--- src/rtl/cordic_prerotate.sv ---
// cordic_prerotate: folds rotation/vectoring operands into the CORDIC convergence range.
// Define CORDIC_PREROTATE_WRAP_EN for iterative 2pi reduction; otherwise |z| is clamped to PI.
module cordic_prerotate (
    input  logic        clk,
    input  logic        reset,
    input  logic        in_valid,
    output logic        in_ready,
    input  logic        mode_in,
    input  logic [15:0] x_in,
    input  logic [15:0] y_in,
    input  logic [15:0] z_in,
    output logic        out_valid,
    input  logic        out_ready,
    output logic        mode,
    output logic [15:0] x,
    output logic [15:0] y,
    output logic [15:0] z,
    output logic        flip,
    output logic [4:0]  iter_count
);
    localparam logic signed [16:0] PI      = 17'sd804;
    localparam logic signed [16:0] TWO_PI  = 17'sd1608;
    localparam logic signed [16:0] HALF_PI = 17'sd402;

    typedef enum logic [1:0] {IDLE, REDUCE, FOLD, HOLD} state_t;

    state_t             r_state;
    logic               r_in_ready, r_out_valid, r_mode, r_flip;
    logic [15:0]        r_x, r_y, r_zo, r_xi, r_yi;
    logic signed [16:0] r_z;
    logic [4:0]         r_iter;

    logic signed [16:0] w_zin_mag, w_zin, w_zf;
    logic [16:0]        w_zabs;
    logic [14:0]        w_zmag;
    logic [15:0]        w_zsm, w_xt, w_yt, w_xo, w_yo;
    logic               w_big, w_ypos, w_fold_p, w_fold_n, w_fold_v, w_flip;

    always_comb begin
        w_zin_mag = {2'b00, z_in[14:0]};
        w_zin     = z_in[15] ? -w_zin_mag : w_zin_mag;
        w_big     = r_mode && (r_z > PI || r_z < -PI);
        w_ypos    = !(r_yi[15] && |r_yi[14:0]);
        w_fold_p  = r_mode && r_z > HALF_PI;
        w_fold_n  = r_mode && r_z < -HALF_PI;
        w_fold_v  = !r_mode && r_xi[15] && |r_xi[14:0];
        w_flip    = w_fold_p || w_fold_n || w_fold_v;
        w_zf      = w_fold_p ? r_z - PI : w_fold_n ? r_z + PI :
                    w_fold_v ? (w_ypos ? r_z + PI : r_z - PI) : r_z;
        w_zabs    = w_zf[16] ? -w_zf : w_zf;
        w_zmag    = (w_zabs > 17'd32767) ? 15'h7fff : w_zabs[14:0];
        w_zsm     = (w_zmag == 15'd0) ? 16'h0000 : {w_zf[16], w_zmag};
        w_xt      = {r_xi[15] ^ w_flip, r_xi[14:0]};
        w_yt      = {r_yi[15] ^ w_flip, r_yi[14:0]};
        w_xo      = |r_xi[14:0] ? w_xt : 16'h0000;
        w_yo      = |r_yi[14:0] ? w_yt : 16'h0000;
    end

    always_ff @(posedge clk) begin
        if (reset) begin
            r_state     <= IDLE;
            r_in_ready  <= 1'b1;
            r_out_valid <= 1'b0;
            r_mode      <= 1'b0;
            r_flip      <= 1'b0;
            r_x         <= 16'h0000;
            r_y         <= 16'h0000;
            r_zo        <= 16'h0000;
            r_xi        <= 16'h0000;
            r_yi        <= 16'h0000;
            r_z         <= 17'sd0;
            r_iter      <= 5'd0;
        end else begin
            case (r_state)
                IDLE: if (in_valid) begin
                    r_mode     <= mode_in;
                    r_xi       <= x_in;
                    r_yi       <= y_in;
                    r_z        <= w_zin;
                    r_iter     <= 5'd0;
                    r_in_ready <= 1'b0;
                    r_state    <= REDUCE;
                end
`ifdef CORDIC_PREROTATE_WRAP_EN
                REDUCE: if (w_big) begin
                    r_z    <= r_z[16] ? r_z + TWO_PI : r_z - TWO_PI;
                    r_iter <= r_iter + 5'd1;
                end else begin
                    r_state <= FOLD;
                end
`else
                REDUCE: begin
                    r_z     <= w_big ? (r_z[16] ? -PI : PI) : r_z;
                    r_state <= FOLD;
                end
`endif
                FOLD: begin
                    r_x         <= w_xo;
                    r_y         <= w_yo;
                    r_zo        <= w_zsm;
                    r_flip      <= w_flip;
                    r_out_valid <= 1'b1;
                    r_state     <= HOLD;
                end
                HOLD: if (out_ready) begin
                    r_out_valid <= 1'b0;
                    r_in_ready  <= 1'b1;
                    r_state     <= IDLE;
                end
                default: r_state <= IDLE;
            endcase
        end
    end

    assign in_ready   = r_in_ready;
    assign out_valid  = r_out_valid;
    assign mode       = r_mode;
    assign x          = r_x;
    assign y          = r_y;
    assign z          = r_zo;
    assign flip       = r_flip;
    assign iter_count = r_iter;
endmodule
--- config.mk ---
export PLATFORM = sky130hd
export DESIGN_NAME = cordic_prerotate
export DESIGN_NICKNAME = d
export VERILOG_FILES = /design/src/rtl/cordic_prerotate.sv
export SDC_FILE = /design/constraint.sdc
export NUM_CORES = 1
export LEC_CHECK = 0
export CAP_MARGIN = 20
export CORE_MARGIN = 2
export CORE_UTILIZATION = 30
export DETAILED_ROUTE_END_ITERATION = 8
export PLACE_DENSITY = 0.61
export SLEW_MARGIN = 20
export SYNTH_ARGS = -nofsm -noshare
export SYNTH_HDL_FRONTEND = slang
export SYNTH_SLANG_ARGS = --single-unit
--- constraint.sdc ---
create_clock -name clk -period 4.7 [get_ports clk]
set_input_delay 0.94 -clock clk [delete_from_list [all_inputs] [get_ports clk]]
set_output_delay 0.94 -clock clk [all_outputs]
set_load 0.01 [all_outputs]
# Word-level counts from Yosys, hierarchy flattened
# Index checks and enable logic that the tools add are counted.
# W data, S select, Z words.
# op_classes
div	0
order_cmp	5
n_reduce_logical	22
n_eq_ne	6
mux	22
bitwise	2
shift	0
addsub	4
mul	0
# op_table
operator	count
$mux W17	9
$mux W16	3
$pmux W17 S2	1
$reduce_or A15 Y1	2
$add A17 B11 Y17 const B	1
$gt A17 B10 Y1 const B	1
$gt A17 B11 Y1 const B	1
$gt A17 B15 Y1 const B	1
$lt A17 B10 Y1 const B	1
$lt A17 B11 Y1 const B	1
$neg A15 Y17	1
$neg A17 Y17	1
$sub A17 B11 Y17 const B	1
$logic_not A15 Y1	1
$mux W15	1
$pmux W2 S4	1
$logic_and A1 B1 Y1	6
$ne A2 B2 Y1 const B	3
$reduce_and A2 Y1	3
$reduce_and A3 Y1	2
$reduce_bool A2 Y1	3
$eq A2 B2 Y1 const B	2
$mux W2	2
$pmux W1 S2	2
6 further kinds	11
# totals
output_inout_bits	57
memories	0
ramBits	0
mem_bits_ro	0
in_bits	53
reg_bits	103
elab_cells	72
latchBits	0

# Longest topological paths before layout
# Gate-level depths: netlist of run 1.
# depth
word_depth	12
depth_mapped	14
ltp_nobuf	13

# Worst setup path after synthesis of run 1
# Ideal clock, no wire load.
# synth_timing
kind	reg-to-reg
start	register r_z[11]
end	register r_zo[15] (netlist: z[15])
path_stages_with_launch	14
path_slack_ns	0.913
arrival_time_ns	3.652
setup_ns	0.136
path_buffers	2
period_less_slack_ns	3.787
required_time_ns	4.564
path_cell_list	dfxtp_1 buf_6 or4_4 or3_4 o21a_4 buf_6 o31ai_4 a311oi_2 or3_4 o41ai_4 xor2_1 or4b_1 o41ai_2 o311ai_1
# synth_via
elab_chain_len	11
elab_cells_between_ends	16
classes_between	add/sub: 3; order compare: 3; mux: 7; reduce/logical: 3
# synth_rtl
element	line_no	source
start, declared	30	logic signed [16:0] r_z;
start signal, assigned	79	r_z <= w_zin;
start signal, assigned	93	r_z <= w_big ? (r_z[16] ? -PI : PI) : r_z;
$add A17 B11 Y17 or $sub A17 B11 Y17 (tied branches)	48, 49	
$mux W17 (2 in a row)	49	w_fold_v ? (w_ypos ? r_z + PI : r_z - PI) : r_z;
$mux W17	48	w_zf = w_fold_p ? r_z - PI : w_fold_n ? r_z + PI :
$mux W17 (*)	48	
$neg A17 Y17	50	w_zabs = w_zf[16] ? -w_zf : w_zf;
$mux W17	50	
$gt A17 B15 Y1	51	w_zmag = (w_zabs > 17'd32767) ? 15'h7fff : w_zabs[14:0];
$mux W15	51	
$logic_not A15 Y1	52	w_zsm = (w_zmag == 15'd0) ? 16'h0000 : {w_zf[16], w_zmag};
$mux W16 (*)	52	
end signal, assigned	100	r_zo <= w_zsm;
end, declared	29	logic [15:0] r_x, r_y, r_zo, r_xi, r_yi;
# Every way passes the cells marked *; elsewhere a longest branch is shown, timed or not.
# A chain may end at the register's enable or synchronous reset.

# Worst setup path in the final report of run 1
# layout_timing
start	register r_z[11]
end	register r_zo[1] (netlist: z[1])
# layout_via
elab_chain_len	11
elab_cells_between_ends	16
classes_between	add/sub: 3; order compare: 3; mux: 7; reduce/logical: 3
# layout_rtl
element	line_no
$add A17 B11 Y17 or $sub A17 B11 Y17 (tied branches)	48, 49
$mux W17 (2 in a row)	49
$mux W17	48
$mux W17 (*)	48
$neg A17 Y17	50
$mux W17 (*)	50
$gt A17 B15 Y1	51
$mux W15 (*)	51
$logic_not A15 Y1	52
$mux W16 (*)	52
# Marked as above.

==> metrics.yaml, run 1 <==
cts_tree: "done"
cts_sinks: 103
startpoint: "r_z[11]"
instances_no_fill: 1070
r2r_slack_ns: 0.40
wl_per_cell_um: 15.4
hpwl_um: 12400
grt_max_degree: 59
hold_class: "reg -> reg"
grt.overflow.total: 0
cts_resized: 0
crit_fanout: 12
wl_met2_um: 7090
crit_path_end_kind: "flop"
cts_max_path_buffers: 2
ys_ff_latch: 103
area_growth_pct: 26.2
gp_congestion: 1.01
post-route-min-period_ns: 4.30
setup_violations: 0
drv_slew: 0
tightest_slew_ns: 0.789
syn_inst: 721
cts_buffers: 9
clock_latency_ns: 0.35
synth-edff-count: 0
final.period_utilization_pct: 91.4
pwr_density_cell_nw_per_um2: 616
die_area_um2: 20700
top_layer_used: "met4"
die_w_um: 144
ys_types: 79
postCtsHoldBufs: 0
dr.pass1.iters: 5
cts_root_buf: "clkbuf_16"
vias: 5426
crit_required_ns: 4.96
cap_violations: 0
reg2reg_depth: 11
antenna_found_initial: 0
die_h_um: 144
setup_tns_ns: 0
r2r-start: "r_z[11]"
fin_nets: 864
p_leak_uw: 0.00254
rsz0062_at_grt: "no"
antenna_cells: 0
fillers: 2000
synthSimpleGateAreaFrac_pct: 20.8
place_ws_ns: 0.458
status: "complete, no violations"
post_cts_buffers: 0
met3_length_um: 825
critPathCapture: "z[1]"
row_count: 51
hold_viol: 0
grt_pass1_vias: 5059
crit_arrival_ns: 4.55
ant_nets: 0
start_kind: "flop"
placedCellCount: 1054
setup_slack_ns: 0.404
ys_seq_area_share_pct: 35.2
relSlewSlack_pct: 47.1
ir_drop_mv: 0.278
worstReg2RegEnd: "z[1]"
crit_type: "reg -> reg"
coreArea_um2: 19300
grt_util_all_layers_pct: 16.1
drive_gt1_share_pct: 7.45
yosys_warnings: 0
dpl-instance-area_um2: 7110
synth_top_family_by_area: "compound AO/OA/AOI/OAI gates"
grt_pass1_wl_um: 26900
finalInstanceArea_um2: 7400
timing.fmax_ghz: 0.233
wl_met1_um: 8370
whs_ns: 0.472
top_level_ports: 110
portBuffers: 104
fin_worst_skew_ns: 0.00659
synthFlopType: "dfxtp_1"
cts_max_level: 3
syn_area_um2: 5870
floorplan.initialDensity_pct: 30.3
drc: 0
synthXorXnorAreaFrac_pct: 5.38
viasPerCell: 5.07
synth-compound-area-share_pct: 26.6
syn_area_per_cell_um2: 8.14
synth-adder-area-share_pct: 2.35
drt_iter0_drc: 328
routed_wl_um: 16400
async_flop_share_pct: 0
clk_pin_slew_ns: 0.07
synthMuxAreaShare_pct: 4.27
layout make-up:
cell class | count | area, um^2 | area share [%]
Tap cell | 265 | 332 | 4.48
Clock buffer | 11 | 243 | 3.28
Inverter | 19 | 71.3 | 0.963
Timing Repair Buffer | 117 | 1140 | 15.3
Clock inverter | 5 | 56.3 | 0.760
Multi-Input combinational cell | 550 | 3500 | 47.3
Sequential cell | 103 | 2060 | 27.8
routing by layer:
layer  vias up  GRT usage [%]
met5         -              0
met4         0           3.97
met3        12           2.17
met2       155           24.0
met1      2515           24.3
li1       2744              -
Yosys cell counts, drive strengths merged (15+ instances only):
cell	count	share of area [%]
nand2	114	7.3
nor2	81	5.2
a21oi	62	5.3
o211ai	21	2.7
xnor2	27	4.0
a22oi	15	1.9
buf	19	2.0
o21ai	22	1.9
dfxtp	103	35
mux2i	25	4.3
a311oi	16	3.3
clkbuf	34	2.2
inv	18	1.2
placed cells by master (no fill, tap or decap), types with 10 or more instances in the layout:
cell type / Yosys / layout
a22oi_1: 15 / 15
o211ai_1: 21 / 21
dfxtp_1: 103 / 103
o21ai_0: 19 / 19
xnor2_1: 27 / 27
nor3_1: 11 / 11
nor4_1: 10 / 10
a21oi_1: 62 / 62
nand2_1: 114 / 114
buf_4: 6 / 14
nor2_1: 81 / 81
inv_1: 18 / 18
ha_1: 11 / 10
mux2i_1: 25 / 25
clkdlybuf4s50_1: 0 / 103
worst min-delay path by stage:
stage | slack [ns] | depth (start not counted) | startpoint | to
floorplan | 0.45 | 2 | r_xi[13] | r_xi[13]
global placement | 0.46 | 2 | r_yi[12] | r_yi[12]
detailed placement | 0.46 | 2 | r_yi[7] | r_yi[7]
CTS | 0.47 | 2 | r_yi[7] | r_yi[7]
global route | 0.49 | 2 | r_yi[7] | r_yi[7]
finish | 0.47 | 2 | r_yi[9] | r_yi[9]
power by group:
part | switching (uW) | internal [uW] | total [uW]
Clock | 325 | 428 | 752
Sequential | 226 | 1060 | 1290
Combinational | 1510 | 1020 | 2530
registers in the layout, summed over array words and instances (netlist names), 2 cells and up:
name,cells
r_state,2
r_xi,16
r_yi,16
r_z,17
x,16
y,16
z,16
cell families (layout without fill, tap and decap cells):
| family | after synthesis | count (layout) |
|---|---|---|
| xor gates and xnor gates | 36 | 36 |
| and+or+nand+nor | 267 | 267 |
| DFF | 103 | 103 |
| AOI/OAI and AO/OA | 206 | 206 |
| other | 1 | 5 |
| buffers and inverters | 72 | 152 |
| adders and majority gates | 11 | 11 |
| muxes | 25 | 25 |
stage by stage:
| stage | utilization (%) | total power [uW] |
|---|---|---|
| floorplan | - | 3110 |
| global placement | 36.8 | 3820 |
| detailed placement | 36.8 | 3810 |
| CTS | 38.3 | 4580 |
| global route | 38.3 | 4910 |
| finish | 38.3 | 4560 |
worst max-delay path: stages (launching register included):
cell      delay, ns
dfxtp_1        0.39
or4_4          0.58
or3_4          0.38
o21a_4         0.30
nor3_2         0.43
o31ai_1        0.21
a222oi_1       0.60
nor4b_4        0.33
a31oi_1        0.11
a211o_1        0.40
buf_4          0.23
a311oi_1       0.25
(Power assumes the default switching activity.)
==> run 2: changes to the inputs <==
==> constraint.sdc (replaced) <==
create_clock -name clk -period 4.7 [get_ports clk]
set_input_delay 0.94 -clock clk [delete_from_list [all_inputs] [get_ports clk]]
set_output_delay 0.94 -clock clk [all_outputs]
set_load 0.05 [all_outputs]
==> results of run 2 <==
Same layout as run 1 (identical final DEF). Status: complete, no violations.
Among the figures that moved: total power 4560 uW -> 4780 uW
